[config.mk]
export PLATFORM = sky130hd
export DESIGN_NAME = fifo_rd_streamer_flat
export DESIGN_NICKNAME = d
export VERILOG_FILES = /design/src/rtl/fifo_rd_streamer_pkg.sv /design/src/rtl/fifo_rd_streamer_if.sv /design/src/rtl/fifo_rd_streamer_skid_buf.sv /design/src/rtl/fifo_rd_streamer.sv /design/src/flat_wrapper.sv
export SDC_FILE = /design/constraint.sdc
export NUM_CORES = 1
export LEC_CHECK = 0
export CAP_MARGIN = 0
export CORE_UTILIZATION = 54
export CTS_BUF_LIST = sky130_fd_sc_hd__clkbuf_8
export DETAILED_ROUTE_END_ITERATION = 16
export HOLD_SLACK_MARGIN = 0.12
export PLACE_DENSITY_LB_ADDON = 0.15
export SETUP_SLACK_MARGIN = 0.1
export SLEW_MARGIN = 20
export SYNTH_ARGS = -nofsm -noshare
export SYNTH_HDL_FRONTEND = slang
export SYNTH_SLANG_ARGS = --single-unit
[constraint.sdc]
create_clock -name clk -period 2.1 [get_ports clk]
set_input_delay 0.42 -clock clk [delete_from_list [all_inputs] [get_ports clk]]
set_output_delay 0.42 -clock clk [all_outputs]
set_load 0.05 [all_outputs]
[src/rtl/fifo_rd_streamer_pkg.sv]
// Shared types and sizing helpers for the FIFO read streamer.
// FIFO_STREAM_STATS_EN (in the top) adds the saturating pop counter.
package fifo_stream_pkg;

    typedef enum logic [1:0] {
        IDLE  = 2'd0,
        RUN   = 2'd1,
        DRAIN = 2'd2
    } state_e;

    localparam int DATA_W_DEF = 8;

    // Wide enough to hold 0..depth inclusive.
    function automatic int occ_w(input int depth);
        return $clog2(depth + 1);
    endfunction

endpackage

[src/rtl/fifo_rd_streamer_if.sv]
// FIFO read port plus valid/ready output stream of the read streamer.
// master = streamer side, slave = FIFO + consumer side.
interface fifo_rd_streamer_if
    import fifo_stream_pkg::*;
#(
    parameter int DATA_W = DATA_W_DEF
);
    logic              fifo_empty;
    logic [DATA_W-1:0] fifo_data;
    logic              fifo_rd_cs;
    logic              fifo_rd_en;
    logic              m_valid;
    logic [DATA_W-1:0] m_data;
    logic              m_ready;

    modport master (
        input  fifo_empty, fifo_data, m_ready,
        output fifo_rd_cs, fifo_rd_en, m_valid, m_data
    );

    modport slave (
        output fifo_empty, fifo_data, m_ready,
        input  fifo_rd_cs, fifo_rd_en, m_valid, m_data
    );
endinterface

[src/rtl/fifo_rd_streamer_skid_buf.sv]
// Circular skid buffer absorbing the FIFO read latency.
// Any depth >= 2 is legal; pointers wrap at SKID_DEPTH-1.
module fifo_skid_buf
    import fifo_stream_pkg::*;
#(
    parameter int DATA_W     = DATA_W_DEF,
    parameter int SKID_DEPTH = 3,
    localparam int OW        = occ_w(SKID_DEPTH)
) (
    input  logic              clk,
    input  logic              resetn,
    input  logic              wr_i,
    input  logic [DATA_W-1:0] wdata_i,
    input  logic              rd_i,
    output logic [DATA_W-1:0] rdata_o,
    output logic [OW-1:0]     occ_o
);
    logic [DATA_W-1:0] mem_q [SKID_DEPTH];
    logic [OW-1:0]     wr_ptr_q, wr_ptr_d;
    logic [OW-1:0]     rd_ptr_q, rd_ptr_d;
    logic [OW-1:0]     occ_q, occ_d;

    function automatic logic [OW-1:0] ptr_inc(input logic [OW-1:0] p);
        return (p == OW'(SKID_DEPTH - 1)) ? '0 : p + 1'b1;
    endfunction

    always_comb begin
        wr_ptr_d = wr_i ? ptr_inc(wr_ptr_q) : wr_ptr_q;
        rd_ptr_d = rd_i ? ptr_inc(rd_ptr_q) : rd_ptr_q;
        occ_d    = occ_q;
        if (wr_i && !rd_i)
            occ_d = occ_q + 1'b1;
        else if (!wr_i && rd_i)
            occ_d = occ_q - 1'b1;
    end

    always_ff @(posedge clk or negedge resetn) begin
        if (!resetn) begin
            for (int i = 0; i < SKID_DEPTH; i++)
                mem_q[i] <= '0;
            wr_ptr_q <= '0;
            rd_ptr_q <= '0;
            occ_q    <= '0;
        end else begin
            if (wr_i)
                mem_q[wr_ptr_q] <= wdata_i;
            wr_ptr_q <= wr_ptr_d;
            rd_ptr_q <= rd_ptr_d;
            occ_q    <= occ_d;
        end
    end

    assign rdata_o = mem_q[rd_ptr_q];
    assign occ_o   = occ_q;
endmodule

[src/rtl/fifo_rd_streamer.sv]
// FIFO read-side streamer: credit-based pop, skid buffer, valid/ready out.
// Define FIFO_STREAM_STATS_EN to add the saturating pop_count output.
module fifo_rd_streamer
    import fifo_stream_pkg::*;
#(
    parameter int DATA_W     = DATA_W_DEF,
    parameter int SKID_DEPTH = 3,
    parameter int CNT_W      = 16
) (
    input  logic                  clk,
    input  logic                  resetn,
    input  logic                  enable,
    output logic                  busy,
    fifo_rd_streamer_if.master    bus
`ifdef FIFO_STREAM_STATS_EN
    ,
    output logic [CNT_W-1:0]      pop_count
`endif
);
    localparam int OW = occ_w(SKID_DEPTH);

    if (SKID_DEPTH < 2 || CNT_W < 1) begin : g_bad_cfg
        $error("fifo_rd_streamer: SKID_DEPTH must be >= 2, CNT_W >= 1");
    end

    state_e            state_q, state_d;
    logic              inflight_q;
    logic [OW-1:0]     occ;
    logic [OW:0]       credit_used;
    logic [DATA_W-1:0] head;
    logic              rd_en;
    logic              xfer;

    // Credits count both buffered words and the one still in flight.
    assign credit_used = {1'b0, occ} + {{OW{1'b0}}, inflight_q};
    assign rd_en = (state_q == RUN) && !bus.fifo_empty &&
                   (credit_used < (OW + 1)'(SKID_DEPTH));
    assign xfer  = (occ != '0) && bus.m_ready;

    fifo_skid_buf #(
        .DATA_W     (DATA_W),
        .SKID_DEPTH (SKID_DEPTH)
    ) u_skid (
        .clk     (clk),
        .resetn  (resetn),
        .wr_i    (inflight_q),
        .wdata_i (bus.fifo_data),
        .rd_i    (xfer),
        .rdata_o (head),
        .occ_o   (occ)
    );

    always_ff @(posedge clk or negedge resetn) begin
        if (!resetn) begin
            state_q    <= IDLE;
            inflight_q <= 1'b0;
        end else begin
            state_q    <= state_d;
            inflight_q <= rd_en;
        end
    end

    always_comb begin
        state_d = state_q;
        unique case (state_q)
            IDLE:  if (enable) state_d = RUN;
            RUN:   if (!enable) state_d = DRAIN;
            DRAIN: begin
                if (enable)
                    state_d = RUN;
                else if (occ == '0 && !inflight_q)
                    state_d = IDLE;
            end
            default: state_d = IDLE;
        endcase
    end

    always_comb begin
        bus.fifo_rd_cs = (state_q != IDLE);
        bus.fifo_rd_en = rd_en;
        bus.m_valid    = (occ != '0);
        bus.m_data     = head;
        busy           = (state_q != IDLE);
    end

`ifdef FIFO_STREAM_STATS_EN
    logic [CNT_W-1:0] pop_cnt_q, pop_cnt_d;

    always_comb begin
        pop_cnt_d = pop_cnt_q;
        if (rd_en && !(&pop_cnt_q))
            pop_cnt_d = pop_cnt_q + 1'b1;
    end

    always_ff @(posedge clk or negedge resetn) begin
        if (!resetn)
            pop_cnt_q <= '0;
        else
            pop_cnt_q <= pop_cnt_d;
    end

    assign pop_count = pop_cnt_q;
`endif
endmodule
[src/flat_wrapper.sv]
// flat-port wrapper written by rule: the top's interface ports become plain ports
module fifo_rd_streamer_flat import fifo_stream_pkg::*;
#(
    parameter int DATA_W     = DATA_W_DEF,
    parameter int SKID_DEPTH = 3,
    parameter int CNT_W      = 16
)
  (clk, resetn, enable, busy, bus_fifo_empty, bus_fifo_data, bus_m_ready, bus_fifo_rd_cs, bus_fifo_rd_en, bus_m_valid, bus_m_data);
  fifo_rd_streamer_if #(.DATA_W(DATA_W)) bus_i ();
  input  logic clk;
  input  logic resetn;
  input  logic enable;
  output logic busy;
  input wire logic [$bits(bus_i.fifo_empty)-1:0] bus_fifo_empty;
  input wire logic [$bits(bus_i.fifo_data)-1:0] bus_fifo_data;
  input wire logic [$bits(bus_i.m_ready)-1:0] bus_m_ready;
  output wire logic [$bits(bus_i.fifo_rd_cs)-1:0] bus_fifo_rd_cs;
  output wire logic [$bits(bus_i.fifo_rd_en)-1:0] bus_fifo_rd_en;
  output wire logic [$bits(bus_i.m_valid)-1:0] bus_m_valid;
  output wire logic [$bits(bus_i.m_data)-1:0] bus_m_data;
  assign bus_i.fifo_empty = bus_fifo_empty;
  assign bus_i.fifo_data = bus_fifo_data;
  assign bus_i.m_ready = bus_m_ready;
  assign bus_fifo_rd_cs = bus_i.fifo_rd_cs;
  assign bus_fifo_rd_en = bus_i.fifo_rd_en;
  assign bus_m_valid = bus_i.m_valid;
  assign bus_m_data = bus_i.m_data;
  fifo_rd_streamer #(.DATA_W(DATA_W), .SKID_DEPTH(SKID_DEPTH), .CNT_W(CNT_W)) u_core (.clk(clk), .resetn(resetn), .enable(enable), .busy(busy), .bus(bus_i));
endmodule
==> flow_summary.json <==
{
  "drv_cap": 0,
  "power.internal_uw": 2230,
  "pwr-share-seq_pct": 30.7,
  "dp_hpwl_mm": 1.939,
  "post_drt_wl_per_cell_um": 16.04,
  "die_area_um2": 2928,
  "ant_nets": 0,
  "ctsHoldBuffers": 0,
  "drt_iter0_markers": 6,
  "grt_pass1_vias": 959,
  "layout_commonest_cell": "dfrtp_1",
  "skew_ps": 3.079,
  "fin_ws_ps": 20.37,
  "vias": 962,
  "yosysTopAreaCell": "dfrtp_1",
  "met2_usage_pct": 35.39,
  "peakVddDrop_mv": 1.723,
  "use_met3_pct": 6.780,
  "dp.cells": 169,
  "cp_max_fo": 4,
  "syn_area_um2": 1466,
  "diodes": 0,
  "ff2ff_path_depth": 4,
  "yosysTopAreaCellShare_pct": 56.31,
  "antenna_found_initial": 0,
  "finalHoldViolCount": 0,
  "final_cells": 178,
  "viasPerCell": 5.404,
  "top_usage_layer": "met2",
  "required_ps": 1680,
  "grt_util_all_layers_pct": 23.12,
  "tritoncts": "yes",
  "rsz0062_at_grt": "yes",
  "slew_viol_final": 0,
  "cts_root_buf": "clkbuf_8",
  "hold_path_depth": 1,
  "core_region_area_um2": 2522,
  "min_path_type": "reg2reg",
  "hp-start": "u_core.state_q[1]",
  "post-route-min-period_ps": 2080,
  "dpl-instance-area_um2": 1881,
  "die_w_um": 54.11,
  "fin_crit_sh_pct": 99.03,
  "floorplan.rows": 18,
  "ys_ff_latch": 33,
  "grt_start_max_net_pins": 34,
  "relSlewSlack_pct": 66.03,
  "cts.sinks": 33,
  "status": "complete, no violations",
  "ys_types": 25,
  "worst_ep_arrival_time_ps": 1660,
  "nNetsFinal": 163,
  "synth_nets": 129,
  "drive_gt1_share_pct": 39.19,
  "p_leak_uw": 0.0008746,
  "firstDrtPassIters": 5,
  "postSynthCellCount": 113,
  "crit_path_end_kind": "output pin",
  "mostFrequentLayoutCells": "32 x dfrtp_1, 25 x mux2_2, 12 x clkdlybuf4s50_1",
  "worstHoldEndpoint": "u_core.state_q[0]",
  "nFillCells": 160,
  "tns_ps": 0,
  "worst_pin_slew_ps": 511.6,
  "synthToLayoutAreaGrowth_pct": 36.69,
  "die_h_um": 54.11,
  "setup_violations": 0,
  "gp_congestion": 0.8144,
  "cts_buffer_depth": 2,
  "cp-start-kind": "flip-flop",
  "criticalPathCategory": "reg2out",
  "p_sw_uw": 1443,
  "synthTopCellsByArea": "dfrtp_1 56%, mux2_2 19%, mux2i_1 5.5%, o21ai_0 3.8%, ha_1 2.6%",
  "drc": 0,
  "final_area_um2": 2004,
  "ctsHtreeMaxLevel": 2,
  "drt-total-wl_mm": 2.856,
  "place_ws_ps": 120.0,
  "numCtsBuffers": 5,
  "finalPower_uw": 3673,
  "io_pins": 25,
  "ff2ff_setup_slack_ps": 510,
  "switching_share_pct": 39.29,
  "p_clk_share_pct": 14.3,
  "worstReg2RegEnd": "u_core.u_skid.occ_o[1]",
  "power.share.combinational_pct": 55.0,
  "grtUsageMet1_pct": 28.62,
  "start_util_pct": 58.13,
  "yosys_warnings": 0,
  "clock_latency_ps": 290,
  "grt_pass1_wl_mm": 4.409,
  "portBuffers": 24,
  "grt_overflow": 0,
  "ys_seq_area_share_pct": 56.31,
  "fmax_mhz": 480.9,
  "p_per_area_nw_per_um2": 1832,
  "postSynthAreaPerCell_um2": 12.98,
  "reg2reg_from": "u_core.u_skid.occ_o[1]",
  "clk_pin_slew_ps": 70
}
[state kept, by name, summed over array words and instances (netlist names)]
register	cells
u_core.inflight_q	1
u_core.state_q	2
u_core.u_skid.occ_o	2
u_core.u_skid.rd_ptr_q	2
u_core.u_skid.wr_ptr_q	2
u_core.u_skid.mem_q	24
[synth_stat cells]
master     instances
xor2_1             2
a21o_1             2
buf_2              2
nor2_1             1
or3_1              1
o21ai_0           11
nand2b_1           1
or2_2              2
inv_1              2
nor3_2             1
buf_1              1
mux2_2            25
dfrtp_1           33
ha_1               3
a21boi_0           1
nor3_1             1
a21oi_1            1
clkbuf_1           1
buf_4              1
nand2_1            8
nand3_1            1
nor2b_1            2
mux2i_1            8
a2111oi_0          1
xnor2_1            1
[final cells by class]
class / count / area [um^2] / share of cell area (%)
flip-flops and latches: 33 / 827.0 / 41.26
well taps: 30 / 37.54 / 1.873
clock buffers: 7 / 96.34 / 4.806
clock inverters: 1 / 5.005 / 0.2497
repair buffers: 32 / 386.6 / 19.29
inverters: 2 / 7.507 / 0.3745
multi-input cells: 73 / 644.4 / 32.15
[worst max-delay path: stages, from the launching register on]
cell and delay [ps]:
dfrtp_1 410, ha_2 200, ha_4 220, a2111oi_4 360
buf_12 190
[timing repair]
action	CTS	global route
endpoints found under the setup margin	5	2
pin swaps	2	0
buffers inserted	1	0
gates resized for setup	6	1
cloned	0	0
[per-stage QoR]
stage	hold WS [ps]	utilization, %
after floorplan	124.4	-
after global placement	466.9	74.55
after detailed placement	492.5	74.55
after CTS	495.8	79.37
after global routing	517.4	79.46
final	485.3	79.46
[how the worst max path moves through the flow]
stage	slack, ps	cells after the start	to	startpoint
final	20	4	bus_fifo_rd_en	u_core.u_skid.occ_o[0]
after global routing	-50	4	bus_fifo_rd_en	u_core.u_skid.occ_o[0]
after CTS	10	4	bus_fifo_rd_en	u_core.u_skid.occ_o[0]
after detailed placement	120	4	bus_fifo_rd_en	u_core.u_skid.occ_o[0]
after global placement	150	4	bus_fifo_rd_en	u_core.u_skid.occ_o[0]
after floorplan	-10	3	bus_fifo_rd_en	u_core.u_skid.occ_o[0]
[metal layers]
metal	share of wire (%)	up-vias
met5	0	-
met4	2.5	0
met3	3.8	7
met2	48	17
met1	45	471
li1	-	467
[power by group through the flow]
| stage | Sequential [uW] | Clock (uW) | Combinational, uW |
|---|---|---|---|
| 2_1_floorplan | 1070 | 0 | 1210 |
| 3_3_place_gp | 1110 | 0 | 1960 |
| 6_report | 1130 | 526 | 2020 |
| 4_1_cts | 1120 | 536 | 2030 |
| 3_5_place_dp | 1130 | 0 | 1990 |
| 5_1_grt | 1160 | 560 | 2130 |
[logic make-up (layout without fill, tap and decap cells)]
group | after synthesis | after routing | share of synthesized area, %
AO/OA/AOI/OAI | 16 | 16 | 6.228
XOR/XNOR | 3 | 3 | 1.792
adder cells (fa/ha/maj) | 3 | 3 | 2.560
buffers and inverters | 7 | 42 | 2.218
flip-flops | 33 | 33 | 56.31
multiplexers | 33 | 33 | 24.66
AND/OR/NAND/NOR | 18 | 18 | 6.228
Power figures use the tool's default switching activity.
